==> src/rtl/imem_loader_pkg.sv <==
// Shared definitions for the instruction-memory boot loader and the instruction memory.
package imem_loader_pkg;

   localparam int IMEM_DEPTH  = 1024;
   localparam int IMEM_ADDR_W = 10;

   // Payload bytes arrive least-significant byte first.
   localparam bit BYTE_ORDER_LE = 1'b1;

   typedef enum logic [2:0] {
      S_IDLE,
      S_LEN0,
      S_LEN1,
      S_DATA,
      S_WRITE,
      S_CSUM,
      S_DONE,
      S_ERROR
   } state_t;

endpackage

==> src/rtl/imem_word_packer.sv <==
// Assembles four stream bytes into one 32-bit word and flags the byte that completes it.
module imem_word_packer
   import imem_loader_pkg::*;
(
   input  logic        clk,
   input  logic        rst_n,
   input  logic        clear,
   input  logic        byte_en,
   input  logic [7:0]  byte_in,
   output logic [31:0] word_next,
   output logic        word_complete
);

   logic [1:0]  lane;
   logic [31:0] shreg;

   // Shifting right places the first byte in lane 0 once all four have arrived.
   assign word_next     = BYTE_ORDER_LE ? {byte_in, shreg[31:8]} : {shreg[23:0], byte_in};
   assign word_complete = byte_en && (lane == 2'd3);

   always_ff @(posedge clk or negedge rst_n) begin
      if (!rst_n) begin
         lane  <= 2'd0;
         shreg <= 32'd0;
      end else if (clear) begin
         lane  <= 2'd0;
         shreg <= 32'd0;
      end else if (byte_en) begin
         lane  <= lane + 2'd1;
         shreg <= word_next;
      end
   end

endmodule

==> src/rtl/imem_loader.sv <==
// Boot loader: receives a length-prefixed, checksummed byte image and writes it into instruction memory.
module imem_loader
   import imem_loader_pkg::*;
#(
   parameter int DEPTH  = IMEM_DEPTH,
   parameter int ADDR_W = IMEM_ADDR_W
) (
   input  logic              clk,
   input  logic              rst_n,
   input  logic              start,
   input  logic [7:0]        in_data,
   input  logic              in_valid,
   output logic              in_ready,
   output logic              mem_we,
   output logic [ADDR_W-1:0] mem_addr,
   output logic [31:0]       mem_wdata,
   output logic              cpu_hold,
   output logic              done,
   output logic              error,
   output logic [ADDR_W:0]   words_loaded
);

   localparam logic [15:0] DEPTH_L = 16'(DEPTH);

   state_t            state, state_nxt;
   logic [15:0]       len;
   logic [15:0]       len_rx;
   logic [7:0]        csum;
   logic [ADDR_W-1:0] widx;
   logic [ADDR_W:0]   wl_inc;
   logic              accept;
   logic              start_ok;
   logic              byte_en;
   logic [31:0]       word_next;
   logic              word_complete;

   assign in_ready = (state == S_LEN0) || (state == S_LEN1) ||
                     (state == S_DATA) || (state == S_CSUM);
   assign accept   = in_valid && in_ready;
   assign start_ok = start && ((state == S_IDLE) || (state == S_DONE) || (state == S_ERROR));
   assign byte_en  = accept && (state == S_DATA);
   assign len_rx   = {in_data, len[7:0]};
   assign wl_inc   = words_loaded + 1'b1;

   imem_word_packer u_packer (
      .clk          (clk),
      .rst_n        (rst_n),
      .clear        (start_ok),
      .byte_en      (byte_en),
      .byte_in      (in_data),
      .word_next    (word_next),
      .word_complete(word_complete)
   );

   always_comb begin
      state_nxt = state;
      case (state)
         S_IDLE, S_DONE, S_ERROR: if (start) state_nxt = S_LEN0;
         S_LEN0: if (accept) state_nxt = S_LEN1;
         S_LEN1: begin
            if (accept) begin
               if (len_rx > DEPTH_L)      state_nxt = S_ERROR;
               else if (len_rx == 16'd0)  state_nxt = S_CSUM;
               else                       state_nxt = S_DATA;
            end
         end
         S_DATA:  if (word_complete) state_nxt = S_WRITE;
         S_WRITE: state_nxt = (16'(wl_inc) == len) ? S_CSUM : S_DATA;
         S_CSUM: begin
            if (accept) state_nxt = (in_data == csum) ? S_DONE : S_ERROR;
         end
         default: state_nxt = S_IDLE;
      endcase
   end

   always_ff @(posedge clk or negedge rst_n) begin
      if (!rst_n) begin
         state        <= S_IDLE;
         len          <= 16'd0;
         csum         <= 8'd0;
         widx         <= '0;
         words_loaded <= '0;
         mem_we       <= 1'b0;
         mem_addr     <= '0;
         mem_wdata    <= 32'd0;
         done         <= 1'b0;
         error        <= 1'b0;
         cpu_hold     <= 1'b0;
      end else begin
         state    <= state_nxt;
         done     <= (state_nxt == S_DONE);
         error    <= (state_nxt == S_ERROR);
         cpu_hold <= (state_nxt == S_LEN0) || (state_nxt == S_LEN1) || (state_nxt == S_DATA) ||
                     (state_nxt == S_WRITE) || (state_nxt == S_CSUM);
         mem_we   <= 1'b0;

         if (start_ok) begin
            len          <= 16'd0;
            csum         <= 8'd0;
            widx         <= '0;
            words_loaded <= '0;
         end
         if (accept && (state == S_LEN0)) len[7:0]  <= in_data;
         if (accept && (state == S_LEN1)) len[15:8] <= in_data;
         if (byte_en) csum <= csum + in_data;

         // Write strobe, address and data are registered together so they line up with WRITE.
         if (word_complete) begin
            mem_we    <= 1'b1;
            mem_addr  <= widx;
            mem_wdata <= word_next;
         end
         if (state == S_WRITE) begin
            words_loaded <= wl_inc;
            if (state_nxt == S_DATA) widx <= widx + 1'b1;
         end
      end
   end

endmodule

==> config.mk <==
export PLATFORM = sky130hd
export DESIGN_NAME = imem_loader
export DESIGN_NICKNAME = d
export VERILOG_FILES = /design/src/rtl/imem_loader_pkg.sv /design/src/rtl/imem_word_packer.sv /design/src/rtl/imem_loader.sv
export SDC_FILE = /design/constraint.sdc
export NUM_CORES = 1
export LEC_CHECK = 0
export BUFFER_PORTS_ARGS = -buffer_cell sky130_fd_sc_hd__buf_4
export CAP_MARGIN = 30
export CORE_MARGIN = 2
export CORE_UTILIZATION = 30
export CTS_BUF_LIST = sky130_fd_sc_hd__clkbuf_4 sky130_fd_sc_hd__clkbuf_8
export DETAILED_ROUTE_END_ITERATION = 6
export GPL_ROUTABILITY_DRIVEN = 1
export GPL_TIMING_DRIVEN = 0
export SYNTH_ARGS = -nofsm -noshare
export SYNTH_HDL_FRONTEND = slang
export SYNTH_SLANG_ARGS = --single-unit
==> constraint.sdc <==
create_clock -name clk -period 6.06 [get_ports clk]
set_input_delay 0.303 -clock clk [delete_from_list [all_inputs] [get_ports clk]]
set_output_delay 0.303 -clock clk [all_outputs]
set_load 0.01 [all_outputs]
* After elaboration in Yosys (flattened, before gate mapping)
Cells that the tools add are included.
** Cells by class
- Add/subtract/negate cells :: 4
- $mul :: 0
- Divide/modulo/power cells :: 0
- Magnitude comparators :: 1
- Eq/ne operators :: 17
- Shifts and indexed selects :: 0
- Mux-type cells :: 25
- Bitwise logic cells :: 0
- Reductions and logical operators :: 22
** Operators by type and width (number)
- $mux W32 :: 2
- $mux W8 :: 4
- $mux W10 :: 3
- $eq A3 B3 Y1 const B :: 8
- $mux W3 :: 8
- $mux W11 :: 2
- $pmux W3 S6 :: 1
- $eq A11 B16 Y1 :: 1
- $gt A16 B11 Y1 const B :: 1
- $logic_not A16 Y1 :: 1
- $mux W16 :: 1
- $eq A3 B2 Y1 const B :: 4
- $add A11 B1 Y11 const B :: 1
- $add A10 B1 Y10 const B :: 1
- $logic_or A1 B1 Y1 :: 9
- $add A8 B8 Y8 :: 1
- $eq A8 B8 Y1 :: 1
- $reduce_bool A2 Y1 :: 4
- $eq A3 B1 Y1 const B :: 2
- $logic_and A1 B1 Y1 :: 6
- $mux W2 :: 2
- $logic_not A3 Y1 :: 1
- $reduce_or A3 Y1 :: 1
- $add A2 B1 Y2 const B :: 1
- 2 further kinds :: 3
** Word-level totals
- Flip-flop bits (word level) :: 128
- Bits in latches :: 0
- Memory bits (writable) :: 0
- ROM bits :: 0
- Bits of input ports :: 12
- Output and inout bits :: 58
- Logic and storage cells :: 83
- Memories kept :: 0

* Depth between registers and ports, before layout
Gate-level depths: netlist of run 1.
- Depth in word-level cells :: 14
- Gate-level depth with buffers :: 11
- Depth with buffers taken out :: 8

* Hierarchy
Synthesis of run 1 repeated with hierarchy kept, for this count alone.
** Second synthesis, totals
- Cells, all modules :: 534
- Area total of the unflattened synthesis :: 5801.8 sq um
** Modules (own cells, without submodules)
- imem_loader :: instances 1, cells each 440, area an instance 4647.0 sq um, sequential area each 2352.3 sq um
- imem_word_packer :: instances 1, cells each 94, area an instance 1154.9 sq um, sequential area each 650.6 sq um

* Worst setup path before layout of run 1
Ideal clock, no wire load.
- Path type :: register to register
- Start point :: reg words_loaded[0]
- End point :: reg widx[4]
- Setup time :: 0.127 ns
- Arrival time :: 2.159 ns
- Required time :: 5.933 ns
- Slack :: 3.774 ns
- Stages on the path, launching flop included :: 11
- Path buffers :: 2
- Clock period less this slack :: 2.286 ns
- Path through :: dfrtp_1 > ha_1 > nand2_1 > nor3_2 > nand3_1 > xnor2_1 > nor4_2 > buf_6 > buf_6 > nand4b_1 > nand3_1
** On the way
- Word-level cells in the longest chain between the ends :: 7
** Ends and longest elaborated chain
- from (decl) :: RTL line imem_loader.sv:20 : output logic [ADDR_W:0] words_loaded
- from (signal assigned) :: RTL line imem_loader.sv:114 : words_loaded <= wl_inc;
- $add A11 B1 Y11 :: RTL line imem_loader.sv:43 : assign wl_inc = words_loaded + 1'b1;
- $eq A11 B16 Y1 :: RTL line imem_loader.sv:68 : S_WRITE: state_nxt = (16'(wl_inc) == len) ? S_CSUM : S_DATA;
- $mux W3 :: RTL line imem_loader.sv:68
- $pmux W3 S6 :: RTL line imem_loader.sv:57 : case (state)
- $eq A3 B2 Y1 :: RTL line imem_loader.sv:115 : if (state_nxt == S_DATA) widx <= widx + 1'b1;
- $mux W10 :: RTL line imem_loader.sv:115
- $mux W10 :: RTL line imem_loader.sv:113 : if (state == S_WRITE) begin
- to (signal assigned) :: RTL line imem_loader.sv:115
- to (decl) :: RTL line imem_loader.sv:29 : logic [ADDR_W-1:0] widx;
No other way between the ends.
A chain may end at the register's enable or synchronous reset.

* Worst setup path in the final report of run 1
Same ends and word-level chain as after synthesis.

==> metrics.txt, run 1 <==
run status finished, final reports clean; Synth Flop Type dfrtp_1; Post-DP HPWL slightly below 10,000 um; final core utilization 0.377; Initial Util 0.306; filler instances 1,903; crit path kind flip-flop to flip-flop; Die X about 140 um; core area ~19,000 um2; Cells after Synth around 570; Max-slew headroom 0.500; Tcrit/Tclk final 0.452; Area contributors post-synth dfrtp_1, mux2_2, nand2_1, o21ai_0, a21oi_1; area share of fa/ha/maj cells after synthesis 0.0252; I/O pin count 70; clk sink count between 100 and 150; Slew @ Worst Pin approximately 0.75 ns; Starting DRT DRC Count 297; Final setup violation count 0; number of enable flip-flop cells after synthesis 0; Power Density about 430 nW/um2; GRT Residual Overflow 0; DR WL/cell between 15 and 20 um; critical path required time between 6 and 7 ns; DRC Markers 0; Critical path buffers and inverters 2; Final Hold Viols 0; Tmin final 2.74 ns; Pleak 3.31 nW; total die area around 20,000 um2; Multi-input gate area between 2000 and 3000 um2; first-pass GRT wire length roughly 23,000 um; Final ANT Viol Nets 0; Async S/R FF share, synth 1.00; slowest stage cell, crit path dfrtp_1; area grow syn2layout 22.9%; htree depth 4; Max-Cap Viols 0; synth unique cells 57; Critical Path Sink Type flip-flop; crit path max fanout 10; startpoint types flip-flop; worst endpoint data arrival time around 3.1 ns; min-delay worst type input port to flip-flop; post-synthesis cell area 5750 um2; synthesized flop and latch total 120; fmax approximately 0.37 GHz; total wire length ~14,000 um; worst IR drop on VDD 0.191 mV; total CTS buffers 17; routability congestion estimate 0.804; max incr delay on CP slightly below 0.5 ns; clk buf depth 2; CTS tree built; nets between 600 and 700; row cnt 50; mux cell area share after synthesis 0.0875; vias in the first global route 4,332; Vias/cell between 4 and 5; Root Buffer clkbuf_8; Yosys top cell by area dfrtp_1; Largest delay share family, worst path simple AND/OR/NAND/NOR gates; Setup Fix Bufs, Post-CTS 0; synthesized area per cell 10.1 um2; Post-Syn Nets 591; worst-path cell chain ha_1, nand2_1, nor3_2, nand3_1, xnor2_1, nor4_2, buf_6, buf_6, nand4b_1, nand3_1; Layout Skew 0.0136 ns; initial antenna violation count 0; RSZ-0062 raised after global routing false; Reg area 3000 um2; sequential area share after synthesis 0.522; die height ~140 um; Synth Area in Compound Gates 0.119; Clock Pin Slew Worst Setup and Hold Paths about 0.07 ns; share of layout cells above drive strength 1 0.236; drt pass-1 iters 4; antenna cells 0; Synth Warn # 0; Clock Latency Late Sink between 0.4 and 0.5 ns; Tot GR Track Use 0.147; main combinational cell family by area after synthesis simple AND/OR/NAND/NOR gates; Yosys top cell area share 0.522; XOR/XNOR Fraction of Synth Area 0.0366; Setup TNS Final 0 ns; Post-Synth Simple-Gate Area 0.179; via count about 4,400; largest net degree at the start of global routing 91; fin. max-slew vios 0; IO buf count 68
## cells by family (layout without fill, tap and decap cells)
| kind of cell | Yosys count | count (layout) |
|---|---|---|
| DFF | 120 | 120 |
| and+or+nand+nor | 213 | 213 |
| muxes | 45 | 45 |
| xor gates and xnor gates | 24 | 24 |
| adders and majority gates | 11 | 11 |
| buffers and inverters | 39 | 140 |
| AOI/OAI and AO/OA | 116 | 116 |
## sequential cells by signal, indices dropped and copies added (netlist names), 2 cells and up
| name | count |
|---|---|
| mem_addr | 10 |
| words_loaded | 11 |
| len | 16 |
| widx | 10 |
| u_packer.lane | 2 |
| csum | 8 |
| u_packer.shreg | 24 |
| mem_wdata | 32 |
| state | 3 |
## layout by cell type (no fill, tap or decap), types with 13 or more instances in the layout
cell / count
o21ai_0: 43
xnor2_1: 13
nor2_1: 26
nand3_1: 19
clkbuf_1: 26
clkbuf_8: 21
nand2_1: 116
a21oi_1: 34
buf_4: 69
mux2_2: 42
dfrtp_1: 120
## synthesized netlist by cell type, drive strengths merged (2+ instances only)
cell,number
nor3,4
xor2,11
nand4b,2
nor2,27
or4b,2
o211ai,9
mux2,42
nand2,116
dfrtp,120
o2111ai,2
a31oi,4
buf,8
and3b,2
and2,2
o21ai,46
clkbuf,26
nand4,3
o31ai,6
a21o,4
nand2b,4
a21oi,34
xnor2,13
or4,6
nor3b,4
o41ai,2
and3,4
or3,4
nor4,5
nand3,20
nand3b,2
or3b,2
mux2i,3
inv,5
and4,2
ha,10
a31o,2
## through the flow
stage / total power, W / setup slack (ns) / instance area (um2) / cells / hold WS (ns)
finish: 0.00306 / 3.32 / 7070 / 903 / 0.151
global route: 0.00328 / 3.13 / 7070 / 903 / 0.126
CTS: 0.00310 / 3.31 / 7070 / 903 / 0.122
detailed placement: 0.00223 / 3.31 / 6590 / 872 / 0.210
global placement: 0.00221 / 3.34 / 6550 / 870 / 0.490
floorplan: 0.00185 / 3.77 / 5750 / 568 / 0.00741
## layout make-up
| type | instances | area share |
|---|---|---|
| clock inverter | 7 | 0.0234 |
| clock buffer | 23 | 0.0430 |
| sequential | 120 | 0.425 |
| inverter | 5 | 0.00266 |
| tap | 234 | 0.0414 |
| multi-input combinational | 409 | 0.364 |
| buffer | 34 | 0.0216 |
| timing repair buffer | 71 | 0.0788 |
## power by group
part           switching, W  internal, W  total, W  leakage, nW
clock              0.000318     0.000539  0.000857        0.231
combinational      0.000535     0.000438  0.000973         1.45
sequential         0.000186      0.00105   0.00123         1.62
## metal layers
metal / global-route usage / vias up / share of wire
met5: 0 / - / 0
met4: 0.0485 / 0 / 0.013
met3: 0.0377 / 13 / 0.045
met2: 0.220 / 88 / 0.46
met1: 0.207 / 2138 / 0.48
li1: - / 2181 / -
## worst register-to-register path, delay by kind of cell (launching register included)
kind	cells	cell delay [ns]
flip-flops	1	0.49
AND/OR/NAND/NOR	6	1.26
adder cells (fa/ha/maj)	1	0.34
buffers and inverters	2	0.35
XOR/XNOR	1	0.17
## repair_timing
item                      in CTS  in global routing
gates resized for setup        0                  0
hold buffers                   1                  0
hold endpoints to repair      30                  0
## worst paths after layout
| check | startpoint | endpoint | slack [ns] | cells past startpoint |
|---|---|---|---|---|
| max reg2reg | words_loaded[0] | widx[4] | 3.32 | 10 |
| min | in_data[3] | u_packer.shreg[27] | 0.15 | 3 |
| max in group asynchronous | rst_n | words_loaded[6] | 5.00 | 3 |
| min reg2reg | u_packer.shreg[15] | mem_wdata[7] | 0.51 | 1 |
| min in group asynchronous | rst_n | csum[3] | 0.30 | 2 |
| max | words_loaded[0] | widx[4] | 3.32 | 10 |
Note: power is estimated with default switching activity, not from simulation.
==> run 2: changes to the inputs <==
Settings changed: ABC_AREA set to 1.
Clock period 6.06 ns to 2.3 ns, I/O delays scaled along.
==> metrics.txt, run 2 <==
worst endpoint data arrival time 2.56 ns; Largest Register mem_wdata; Max-Cap Viols 0; Clock Latency Late Sink 0.44 ns; drt pass-1 iters 4; Yosys top cell by area dfrtp_1; main combinational cell family by area after synthesis simple AND/OR/NAND/NOR gates; clk buf depth 2; fin. max-slew vios 0; CTS tree built; clk sink count 120; mux cell area share after synthesis 0; Tmin final 2.19 ns; R2R depth 14; worst hold path depth 5; Synth Warn # 0; DR WL/cell 14.5 um; Tot GR Track Use 0.149; Power Density 1120 nW/um2; total CTS buffers 17; Initial Util 0.304; leading cell types in the layout, fill and taps excluded nand2_1, dfrtp_1, inv_1; Tcrit/Tclk final 0.951; nets between 700 and 800; Largest regs mem_wdata: 32 flops, u_packer.shreg: 24 flops, len: 16 flops; crit path max fanout 6; synthesized area per cell slightly below 9 um2; Final ANT Viol Nets 0; Pleak around 3.2 nW; initial antenna violation count 0; largest net degree at the start of global routing 69; Power, Total around 0.0076 W; antenna cells 0; synthesized flop and latch total 120; run status finished, final reports clean; Synth Area in Compound Gates 0.137; Post-DP HPWL a little under 10,000 um; Synth Flop Type dfrtp_1; sequential area share after synthesis 0.553; Yosys top cell area share 0.553; XOR/XNOR Fraction of Synth Area 0.0145; Vias/cell around 4.7; post-synthesis cell area about 5400 um2; total die area ~19,000 um2; Post-Syn Nets ~640; critical path required time between 2 and 3 ns; max FFs per register 32; Async S/R FF share, synth 1.00; Final Instance Area a little under 7000 um2; area grow syn2layout 24.7%; synth cell count leaders nand2_1, dfrtp_1, inv_1; die height 139 um; count leader, synth nand2_1; total wire length between 10,000 and 15,000 um; Post-Synth Simple-Gate Area 0.184; CP most frequent cell nand2_1; row cnt 49; Setup TNS Final 0 ns; Final Hold Viols 0; startpoint types flip-flop; Max-slew headroom 0.649; Die X roughly 140 um; Slew @ Worst Pin 0.527 ns; pre-CTS setup slack approximately 0.024 ns; vias in the first global route approximately 4,400; Root Buffer clkbuf_8; via count between 4,000 and 5,000; Area contributors post-synth dfrtp_1, nand2_1, inv_1, o22ai_1, nand3_1; htree depth 4; max incr delay on CP between 0.4 and 0.5 ns; Clock Pin Slew Worst Setup and Hold Paths 0.07 ns; Layout Skew ~0.013 ns; R2R setup slack 0.11 ns; Starting DRT DRC Count 218; number of enable flip-flop cells after synthesis 0; core area roughly 18,000 um2; Critical Path Sink Type flip-flop; area share of fa/ha/maj cells after synthesis 0.0267; most common cell after layout, fill and taps aside nand2_1; routability congestion estimate approximately 0.84; placed cell area 6270 um2; Cells after Synth just over 600; DRC Markers 0; I/O pin count 70; crit path kind flip-flop to flip-flop; Final setup violation count 0; IO buf count between 60 and 70; Worst Slack Setup Final 0.112 ns; min-delay worst type input port to flip-flop; synth unique cells 31; slowest stage cell, crit path dfrtp_2; fmax 0.457 GHz; worst IR drop on VDD between 0.4 and 0.5 mV; GRT Residual Overflow 0; share of layout cells above drive strength 1 0.201; worst-path cell chain ha_4, inv_1, nand2_1, nand2_1, nor2_1, nand2_1, nor2_2, nand3_2, nor2_4, nand3_2, o21bai_4, buf_4, nand3_1, o21ai_1; first-pass GRT wire length ~23,000 um
-- run 2: cell types whose count changed in the layout (fill, tap and decap cells not counted), sizes merged, moves of 8 or more --
cell | before | now
buf | 78 | 86
clkbuf | 49 | 29
nand3 | 20 | 45
nor2 | 27 | 39
mux2 | 42 | 0
o21ai | 46 | 69
xnor2 | 13 | 1
o22ai | 1 | 46
nand2 | 116 | 131
a21oi | 34 | 6
inv | 5 | 96
o211ai | 9 | 1
-- run 2: stage by stage --
stage / cells / util / hold slack [ns]
6_report: 951 / 0.380 / 0.0875
2_1_floorplan: 616 / - / -0.181
3_3_place_gp: 914 / 0.349 / 0.461
3_5_place_dp: 915 / 0.351 / 0.114
5_1_grt: 951 / 0.380 / 0.0759
4_1_cts: 947 / 0.375 / 0.0600
-- run 2: power breakdown --
group          internal [W]  switching, W  total (W)
Sequential          0.00268      0.000310    0.00299
Clock               0.00118      0.000829    0.00201
Combinational      0.000986       0.00158    0.00257
Total               0.00485       0.00272    0.00757
-- run 2: repair_timing --
item	CTS	global route
endpoints found under the hold margin	52	0
setup buffers	0	2
endpoints found under the setup margin	0	43
hold buffers	1	0
resized for setup	0	14
-- run 2: per-layer routing --
metal / track usage / part of all wire / vias up
li1: - / - / 2217
met1: 0.205 / 0.49 / 2133
met2: 0.227 / 0.46 / 92
met3: 0.0428 / 0.039 / 20
met4: 0.0473 / 0.018 / 0
met5: 0 / 0 / -
-- run 2: final timing paths --
check | from | endpoint
worst min-delay path | start | cpu_hold
min in group asynchronous | rst_n | mem_wdata[12]
worst max register to register | words_loaded[0] | widx[6]
worst max-delay path | words_loaded[0] | widx[6]
max in group asynchronous | rst_n | state[0]
worst min register to register | u_packer.lane[0] | u_packer.lane[0]
-- run 2: worst max-delay path: cells and delay by family (launching register included) --
family                     cells  cell delay [ns]
AOI/OAI and AO/OA              2             0.36
adders and majority gates      1             0.28
buffers and inverters          2             0.24
DFF                            1             0.45
and+or+nand+nor                9             0.78
-- run 2: logic make-up (layout without fill, tap and decap cells) --
kind of cell             count (synthesis)  after routing
adder cells (fa/ha/maj)                 11             11
AND/OR/NAND/NOR                        232            232
XOR/XNOR                                 9              9
flip-flops                             120            120
AO/OA/AOI/OAI                          129            129
buffers and inverters                  115            221
-- run 2: area by class of cell --
cell class                 instances  area, um2
clock inverter                     8        120
tap                              229        287
fill                            1830      11100
multi-input combinational        381       2020
sequential                       120       3010
buffer                            18       95.1
inverter                          97        364
clock buffer                      23        298
timing repair buffer              75        587
